**src/rtl/fetch_pkg.sv**
```systemverilog
// Shared definitions for the instruction fetch front end.
package fetch_pkg;

  localparam int unsigned XLEN = 32;
  localparam logic [XLEN-1:0] DEFAULT_RESET_PC = 32'h0000_0000;
  localparam logic [31:0] NOP_INSTR = 32'h0000_0013;

  typedef struct packed {
    logic [31:0]     inst;
    logic [XLEN-1:0] pc;
  } fetch_entry_t;

endpackage

```
**src/rtl/sync_fifo.sv**
```systemverilog
// Power-of-two synchronous FIFO with synchronous clear and occupancy count.
module sync_fifo #(
  parameter int unsigned DEPTH = 4,
  parameter int unsigned WIDTH = 32
) (
  input  logic                   clk_i,
  input  logic                   n_rst,
  input  logic                   clr,
  input  logic                   push,
  input  logic                   pop,
  input  logic [WIDTH-1:0]       wdata,
  output logic [WIDTH-1:0]       rdata,
  output logic [$clog2(DEPTH):0] count,
  output logic                   empty
);

  localparam int unsigned PW = $clog2(DEPTH);

  logic [WIDTH-1:0] mem_q [DEPTH];
  logic [PW-1:0]    wr_ptr_q;
  logic [PW-1:0]    rd_ptr_q;
  logic [PW:0]      count_q;
  logic             full;

  always_ff @(posedge clk_i or negedge n_rst) begin
    if (!n_rst) begin
      mem_q    <= '{default: '0};
      wr_ptr_q <= '0;
      rd_ptr_q <= '0;
      count_q  <= '0;
    end else if (clr) begin
      wr_ptr_q <= '0;
      rd_ptr_q <= '0;
      count_q  <= '0;
    end else begin
      if (push) begin
        mem_q[wr_ptr_q] <= wdata;
        wr_ptr_q        <= wr_ptr_q + PW'(1);
      end
      if (pop) begin
        rd_ptr_q <= rd_ptr_q + PW'(1);
      end
      case ({push, pop})
        2'b10:   count_q <= count_q + (PW+1)'(1);
        2'b01:   count_q <= count_q - (PW+1)'(1);
        default: count_q <= count_q;
      endcase
    end
  end

  always_comb begin
    rdata = mem_q[rd_ptr_q];
    count = count_q;
    empty = (count_q == '0);
    full  = (count_q == (PW+1)'(DEPTH));
  end

  // A pop frees the slot in the same cycle, so push on full is legal only alongside it.
  a_no_overflow:  assert property (@(posedge clk_i) disable iff (!n_rst) !(push && full && !pop && !clr));
  a_no_underflow: assert property (@(posedge clk_i) disable iff (!n_rst) !(pop && empty && !clr));

endmodule

```
**src/rtl/fetch_frontend.sv**
```systemverilog
// PC owner and prefetch queue feeding IF/ID from a fixed-latency instruction memory.
module fetch_frontend #(
  parameter int unsigned     XLEN        = fetch_pkg::XLEN,
  parameter logic [XLEN-1:0] RESET_PC    = XLEN'(fetch_pkg::DEFAULT_RESET_PC),
  parameter int unsigned     DEPTH       = 4,
  parameter int unsigned     MEM_LATENCY = 1
) (
  input  logic            clk_i,
  input  logic            n_rst,
  input  logic            redirect_en_i,
  input  logic [XLEN-1:0] redirect_pc_i,
  output logic            imem_req_o,
  output logic [XLEN-1:0] imem_addr_o,
  input  logic [31:0]     imem_rdata_i,
  output logic            inst_valid_o,
  input  logic            inst_ready_i,
  output logic [31:0]     inst_o,
  output logic [XLEN-1:0] inst_pc_o,
  output logic            flush_o
);

  localparam int unsigned CW = $clog2(DEPTH) + 1;
  localparam int unsigned EW = 32 + XLEN;

  logic [XLEN-1:0]             pc_q;
  logic [MEM_LATENCY-1:0]      stage_v_q;
  logic [MEM_LATENCY*XLEN-1:0] stage_pc_q;
  logic                        flush_q;
  logic [CW-1:0]               fifo_count;
  logic [CW-1:0]               inflight;
  logic [CW:0]                 occupancy;
  logic                        fifo_empty;
  logic                        push;
  logic                        pop;
  logic [EW-1:0]               wdata;
  logic [EW-1:0]               head;

  // Credits count queued plus in-flight entries so a returning response always has a slot.
  always_comb begin
    inflight   = CW'($countones(stage_v_q));
    occupancy  = {1'b0, fifo_count} + {1'b0, inflight};
    imem_req_o = n_rst && !redirect_en_i && (occupancy < (CW+1)'(DEPTH));
  end

  always_ff @(posedge clk_i or negedge n_rst) begin
    if (!n_rst) begin
      pc_q       <= RESET_PC;
      stage_v_q  <= '0;
      stage_pc_q <= '0;
      flush_q    <= 1'b0;
    end else begin
      flush_q    <= redirect_en_i;
      stage_pc_q <= (MEM_LATENCY*XLEN)'({stage_pc_q, pc_q});
      if (redirect_en_i) begin
        stage_v_q <= '0;
        pc_q      <= redirect_pc_i & ~XLEN'(3);
      end else begin
        stage_v_q <= MEM_LATENCY'({stage_v_q, imem_req_o});
        if (imem_req_o) begin
          pc_q <= pc_q + XLEN'(4);
        end
      end
    end
  end

  always_comb begin
    push         = stage_v_q[MEM_LATENCY-1] && !redirect_en_i;
    pop          = inst_valid_o && inst_ready_i;
    wdata        = {imem_rdata_i, stage_pc_q[MEM_LATENCY*XLEN-1 -: XLEN]};
    inst_valid_o = !fifo_empty;
    inst_o       = head[EW-1 -: 32];
    inst_pc_o    = head[XLEN-1:0];
    imem_addr_o  = pc_q;
    flush_o      = flush_q;
  end

  sync_fifo #(
    .DEPTH (DEPTH),
    .WIDTH (EW)
  ) u_queue (
    .clk_i (clk_i),
    .n_rst (n_rst),
    .clr   (redirect_en_i),
    .push  (push),
    .pop   (pop),
    .wdata (wdata),
    .rdata (head),
    .count (fifo_count),
    .empty (fifo_empty)
  );

endmodule

```
**config.mk**
```make
export PLATFORM = sky130hd
export DESIGN_NAME = fetch_frontend
export DESIGN_NICKNAME = d
export VERILOG_FILES = /design/src/rtl/fetch_pkg.sv /design/src/rtl/sync_fifo.sv /design/src/rtl/fetch_frontend.sv
export SDC_FILE = /design/constraint.sdc
export NUM_CORES = 1
export LEC_CHECK = 0
export CELL_PAD_IN_SITES_DETAIL_PLACEMENT = 0
export CELL_PAD_IN_SITES_GLOBAL_PLACEMENT = 1
export CORE_UTILIZATION = 25
export CTS_CLUSTER_DIAMETER = 200
export CTS_CLUSTER_SIZE = 30
export DETAILED_ROUTE_END_ITERATION = 16
export GPL_TIMING_DRIVEN = 0
export PLACE_DENSITY = 0.51
export SLEW_MARGIN = 5
export SYNTH_ARGS = -nofsm -noshare
export SYNTH_HDL_FRONTEND = slang
export SYNTH_HIERARCHICAL = 1
export SYNTH_SLANG_ARGS = --single-unit
```
**constraint.sdc**
```tcl
create_clock -name clk_i -period 2.6 [get_ports clk_i]
set_clock_uncertainty 0.15 [all_clocks]
set_input_delay 0.52 -clock clk_i [delete_from_list [all_inputs] [get_ports clk_i]]
set_output_delay 0.52 -clock clk_i [all_outputs]
set_load 0.03 [all_outputs]
```
Word-level counts from Yosys, hierarchy flattened:

Cells that the tools add are included.

* register bits after elaboration: 329
* bits in latches: 0
* RAM bits: 0
* memory bits (read-only): 0
* bits of input ports: 68
* output and inout bits: 99
* logic and storage cells: 54
* memories kept: 0

* add/subtract/negate cells: 6
* multipliers: 0
* divide/modulo/power cells: 0
* magnitude comparators: 4
* equal/unequal tests: 2
* shift-type cells: 0
* muxes and demuxes: 15
* bitwise logic cells: 3
* reduce and logical (&&, ||, !) cells: 13

Operators by type and width (count)
* bitwise mux 256 bit: 1
* 2-to-1 mux 64 bit: 3
* binary-select mux 64 bit (select 2 bit): 1
* demux 64 bit (select 2 bit): 1
* 2-to-1 mux 32 bit: 2
* adder 32 x 3 -> 32 bit (second input constant): 1
* 2-to-1 mux 2 bit: 4
* >= comparator 3 bit (second input constant): 2
* NOT 2 -> 3 bit: 2
* case mux 3 bit (2 select lines): 1
* nonzero test 2 bit: 3
* logical AND 1 bit: 5
* adder 2 x 1 -> 2 bit (second input constant): 2
* adder 3 x 1 -> 4 bit: 1
* less-than comparator 4 x 3 -> 1 bit (second input constant): 1
* adder 3 x 1 -> 3 bit (second input constant): 1
* logical NOT 3 bit: 1
* less-than comparator 3 x 1 -> 1 bit (second input constant): 1
* 2-to-1 mux 3 bit: 1
* nonzero test 3 bit: 1
* subtractor 3 x 1 -> 3 bit (second input constant): 1
* == test 2 x 1 -> 1 bit (second input constant): 1
* == test 2 bit (second input constant): 1
* logical NOT 1 bit: 2
* other kinds (3): 3

Logic depth before layout (Yosys ltp):

* depth in word-level cells: 6
* depth in mapped cells: 9
* mapped depth without buffers: 7

Hierarchy:

Netlist, hierarchy kept.

By module, submodules not included
* sync_fifo: times used 1, cells each 657, area an instance 12712.2 µm²
* fetch_frontend: times used 1, cells each 247, area an instance 2616.3 µm²

Worst setup path before layout:

Ideal clock, no wire load.

* kind: input -> register
* start: input port redirect_en_i
* end: register u_queue.count_q[2], in the netlist u_queue/count[2]
* setup time: 0.088 ns
* arrival: 2.236 ns
* setup slack: 0.126 ns
* stages: 9
* cell sequence: clkbuf_1 -> clkbuf_1 -> nor2b_1 -> buf_6 -> and2b_2 -> fa_1 -> and3b_2 -> o21ai_0 -> nor3b_1

* cells in the longest elaborated chain, start to end: 5

Ends and longest elaborated chain
* start: declaration: line fetch_frontend.sv:10 `input logic redirect_en_i,`
* logical NOT 1 bit (*): line fetch_frontend.sv:67 `push = stage_v_q[MEM_LATENCY-1] && !redirect_en_i;`
* logical AND 1 bit (*): line fetch_frontend.sv:67
* via push: line fetch_frontend.sv:33 `logic push;`
* == test 2 x 1 -> 1 bit or == test 2 bit (tied branches): line sync_fifo.sv:43 `case ({push, pop})`
* case mux 3 bit (2 select lines): line sync_fifo.sv:43
* 2-to-1 mux 3 bit: line sync_fifo.sv:31 `end else if (clr) begin`
* end signal: assignment: line sync_fifo.sv:44 `2'b10: count_q <= count_q + (PW+1)'(1);`
* end signal: assignment: line sync_fifo.sv:45 `2'b01: count_q <= count_q - (PW+1)'(1);`
* end signal: assignment: line sync_fifo.sv:46 `default: count_q <= count_q;`
* end: declaration: line sync_fifo.sv:22 `logic [PW:0] count_q;`

The timed path passes the listed nets; every way through them passes the cells marked *.
A chain may end at the register's enable or synchronous reset.

Worst setup path in the final report:

* start: register u_queue.rd_ptr_q[0]
* end: output port inst_pc_o[26]

* cells in the longest elaborated chain, start to end: 4

Ends and longest elaborated chain
* start: declaration: line sync_fifo.sv:21 `logic [PW-1:0] rd_ptr_q;`
* start signal: assignment: line sync_fifo.sv:41 `rd_ptr_q <= rd_ptr_q + PW'(1);`
* NOT 2 -> 3 bit (implied by the code): line sync_fifo.sv:52 `rdata = mem_q[rd_ptr_q];`
* binary-select mux 64 bit (select 2 bit): line sync_fifo.sv:52
* 2-to-1 mux 64 bit (implied by the code) (2 in a row): line sync_fifo.sv:52
* end: declaration: line fetch_frontend.sv:18 `output logic [XLEN-1:0] inst_pc_o,`

No other way between the ends. The select of a mux whose other input is x is not followed.

==> impl_metrics.ini <==
[timing]
finalWorstSetupSlack_ps = -103
post-route-min-period_ps = 2700
setup_viol_count_final = 63
slew_headroom_pct = 29.4
unrepaired_setup_endpoints_after_global_routing = true
achievable-frequency_mhz = 370
worst-slew-pin-transition_ps = 1060
slew_viol_final = 0
finalCritPeriodShare_pct = 104
hold_viol = 0
total_negative_setup_slack_ps = -4060

[logic_synthesis]
yosys_register_bits = 325
synth-edff-count = 0
synthDistinctLibCells = 50
postSynthAreaPerCell_um2 = 17.0
postSynth.topFlopCell = sky130_fd_sc_hd__dfrtp_1
synth.yosys.warnings = 6
share_of_flip_flops_with_an_asynchronous_set_or_reset_pct = 100
synthesis.area_um2 = 15300
synth.yosys.seq_area_share_pct = 53.1
synth_cells = 904

[power_and_ir_drop]
clock_power_share_pct = 16.8
combinationalPowerShare_pct = 41.6
netSwitchingPower_mw = 5.53
power.share.switching_pct = 34.8
power.sequential.fraction_pct = 41.6
power_density_of_the_placed_cells_nw_per_um2 = 841
cell_internal_pwr_mw = 10.4
leakage_nw = 9.07
ir_drop_v = 0.000342

[critical_path]
worstPathBufferInverterCount = 3
cp_data_arrival_time_ps = 2030
required_ps = 1930
critPathKind = reg2out
cp_max_fo = 10
path_delay_family = multiplexers
rrSetupSlack_ps = 220
crit_startpoint = u_queue/rd_ptr_q[0]
max_stage_delay_ps = 560
crit_slowest_cell = sky130_fd_sc_hd__mux4_2
worst_reg_to_reg_path_cell_count = 7
crit-reg2reg-launch = u_queue/count[0]
cp_cell_sequence = buf_12, buf_12, mux4_2, buf_6
critical_path.endpoint_type = primary output
worst_r2r_endpoint = u_queue/count[2]
crit_path_frequent_cell = sky130_fd_sc_hd__buf_12
start_kind = flip-flop

[global_routing]
antenna_violations_before_repair = 1
grt_max_degree = 109
number_of_global_route_vias_before_repair = 9349
grt.overflow.total = 0
track_usage_pct = 12.9
grt_pass1_wl_um = 61700

[clock_tree]
cts_made_buffers = 14
clock_tree.htree_level_count = 1
clock_tree_from_tritoncts = built
clock_insertion_delay_worst_skew_ps = 550
clock_sinks = 325
root_buffer = sky130_fd_sc_hd__clkbuf_16
cts.clk_slew.worst_paths_ps = 120
clk_path_buf_depth = 3

[final_layout]
fin_nets = 1185
final_cell_mix = sky130_fd_sc_hd__dfrtp_1 (322), sky130_fd_sc_hd__mux2_4 (240), sky130_fd_sc_hd__clkdlybuf4s50_1 (92)
most_common_library_cell_in_the_layout_ignoring_fill_and_taps = sky130_fd_sc_hd__dfrtp_1
antenna_cells_inserted = 0
area_grow_syn2layout_pct = 23.5
final_area_um2 = 18900
fillerInstances = 5922
drive_gt1_share_pct = 43.8

[detailed_routing]
drc = 0
drt_wl_total_um = 39700
wl_per_cell_um = 21.0
num_vias = 8314
iteration_0_drc_count_of_the_detailed_router = 410
ant_nets = 0
firstDrtPassIters = 4
avgViaCountPerCell = 4.39

[floorplan]
dieArea_um2 = 62300
die_h_um = 250
io-pin-count = 167
core_area_um2 = 60500
initial_utilization_pct = 25.3
fp.dieW_um = 250
fp-row-count = 90

[placed_design]
detailed_place.area_um2 = 18000
hpwlAfterDp_um = 25600
globalplace.congestion = 0.727
portBuffers = 162

[outcome]
run_status = complete, but fails checks
violated_checks = negative setup slack

[flow_run]
timing.max_cap.violations = 0

[worst_hold_path]
worst_hold_path_class = in2async
[Yosys cell counts (9+ instances only)]
cell	count	share of area, %
sky130_fd_sc_hd__o211ai_1	11	0.54
sky130_fd_sc_hd__mux4_2	64	9.4
sky130_fd_sc_hd__buf_12	25	3.3
sky130_fd_sc_hd__mux2_4	240	24
sky130_fd_sc_hd__nand3_1	27	0.88
sky130_fd_sc_hd__nand2_1	33	0.81
sky130_fd_sc_hd__dfrtp_1	325	53
sky130_fd_sc_hd__o21ai_0	14	0.46
sky130_fd_sc_hd__mux2_2	16	1.2
sky130_fd_sc_hd__nand4_1	9	0.37
sky130_fd_sc_hd__nor2_1	20	0.49
sky130_fd_sc_hd__clkbuf_1	10	0.24
[how the worst max path moves through the flow]
stage / end / cells after the start
final: inst_pc_o[26] / 4
after global routing: inst_pc_o[4] / 4
after CTS: inst_pc_o[19] / 4
after detailed placement: imem_req_o / 7
after global placement: imem_req_o / 5
after floorplan: u_queue/count[2] / 9
[final cells by class]
class	instances	area, µm²	area share (%)
sequential	325	8140	43.0
multi-input combinational	526	6580	34.8
timing repair buffer	182	2020	10.7
tap	782	978	5.17
buffer	54	797	4.21
clock buffer	14	350	1.85
inverter	8	35.0	0.185
clock inverter	2	23.8	0.126
[logic make-up (layout without fill, tap and decap cells)]
| kind of cell | count (synthesis) | after routing | synth area share, % |
|---|---|---|---|
| mux | 323 | 323 | 34.3 |
| compound gates | 53 | 53 | 2.48 |
| simple gates | 129 | 129 | 4.87 |
| buf+inv | 62 | 260 | 4.46 |
| xor+xnor | 5 | 5 | 0.286 |
| fa+ha+maj | 6 | 6 | 0.539 |
| other cells | 1 | 10 | 0.0245 |
| flops | 325 | 325 | 53.1 |
[through the flow]
step	power (mW)	utilization, %	setup WS [ps]	std cells	hold slack, ps
3_3_place_gp	13.1	29.7	-15970	1857	314
2_1_floorplan	10.6	-	126	913	74.4
6_report	15.9	31.3	-103	1893	8.89
5_1_grt	16.8	31.3	-194	1893	6.33
4_1_cts	16.3	31.2	-183	1892	1.67
3_5_place_dp	13.1	29.8	-1820	1860	254
[state kept, by name (all words and copies together), names as in the netlist]
| signal | cells |
|---|---|
| stage_v_q | 1 |
| u_queue/rd_ptr_q | 2 |
| u_queue/count | 3 |
| flush_o | 1 |
| u_queue/mem_q | 256 |
| u_queue/wr_ptr_q | 2 |
| stage_pc_q | 30 |
| imem_addr_o | 30 |
[power by group through the flow]
stage	clock, mW	combinational [mW]	sequential (mW)
finish	2.67	6.63	6.62
global route	3.00	7.01	6.75
CTS	2.86	6.77	6.62
detailed placement	0	6.41	6.67
global placement	0	6.35	6.70
floorplan	0	3.98	6.57
[worst reg2reg max path, delay by kind of cell, from the launching register on]
family                     cells  cell delay, ps
and+or+nand+nor                5            1140
DFF                            1             480
AOI/OAI and AO/OA              1             150
adders and majority gates      1             390
[routing by layer]
metal,global-route usage (%),share of wire [%],up-vias
li1,-,-,3736
met1,18.8,50,4401
met2,20.5,46,148
met3,1.99,3.2,29
met4,2.28,1.6,0
met5,0,0,-
[repair_timing]
item,4_1_cts,5_1_grt
endpoints found under the hold margin,51,0
buffers inserted,6,1
hold buffers,6,0
cloned,4,0
gates resized for setup,485,11
endpoints found under the setup margin,353,70
Note: power is estimated with default switching activity, not from simulation.
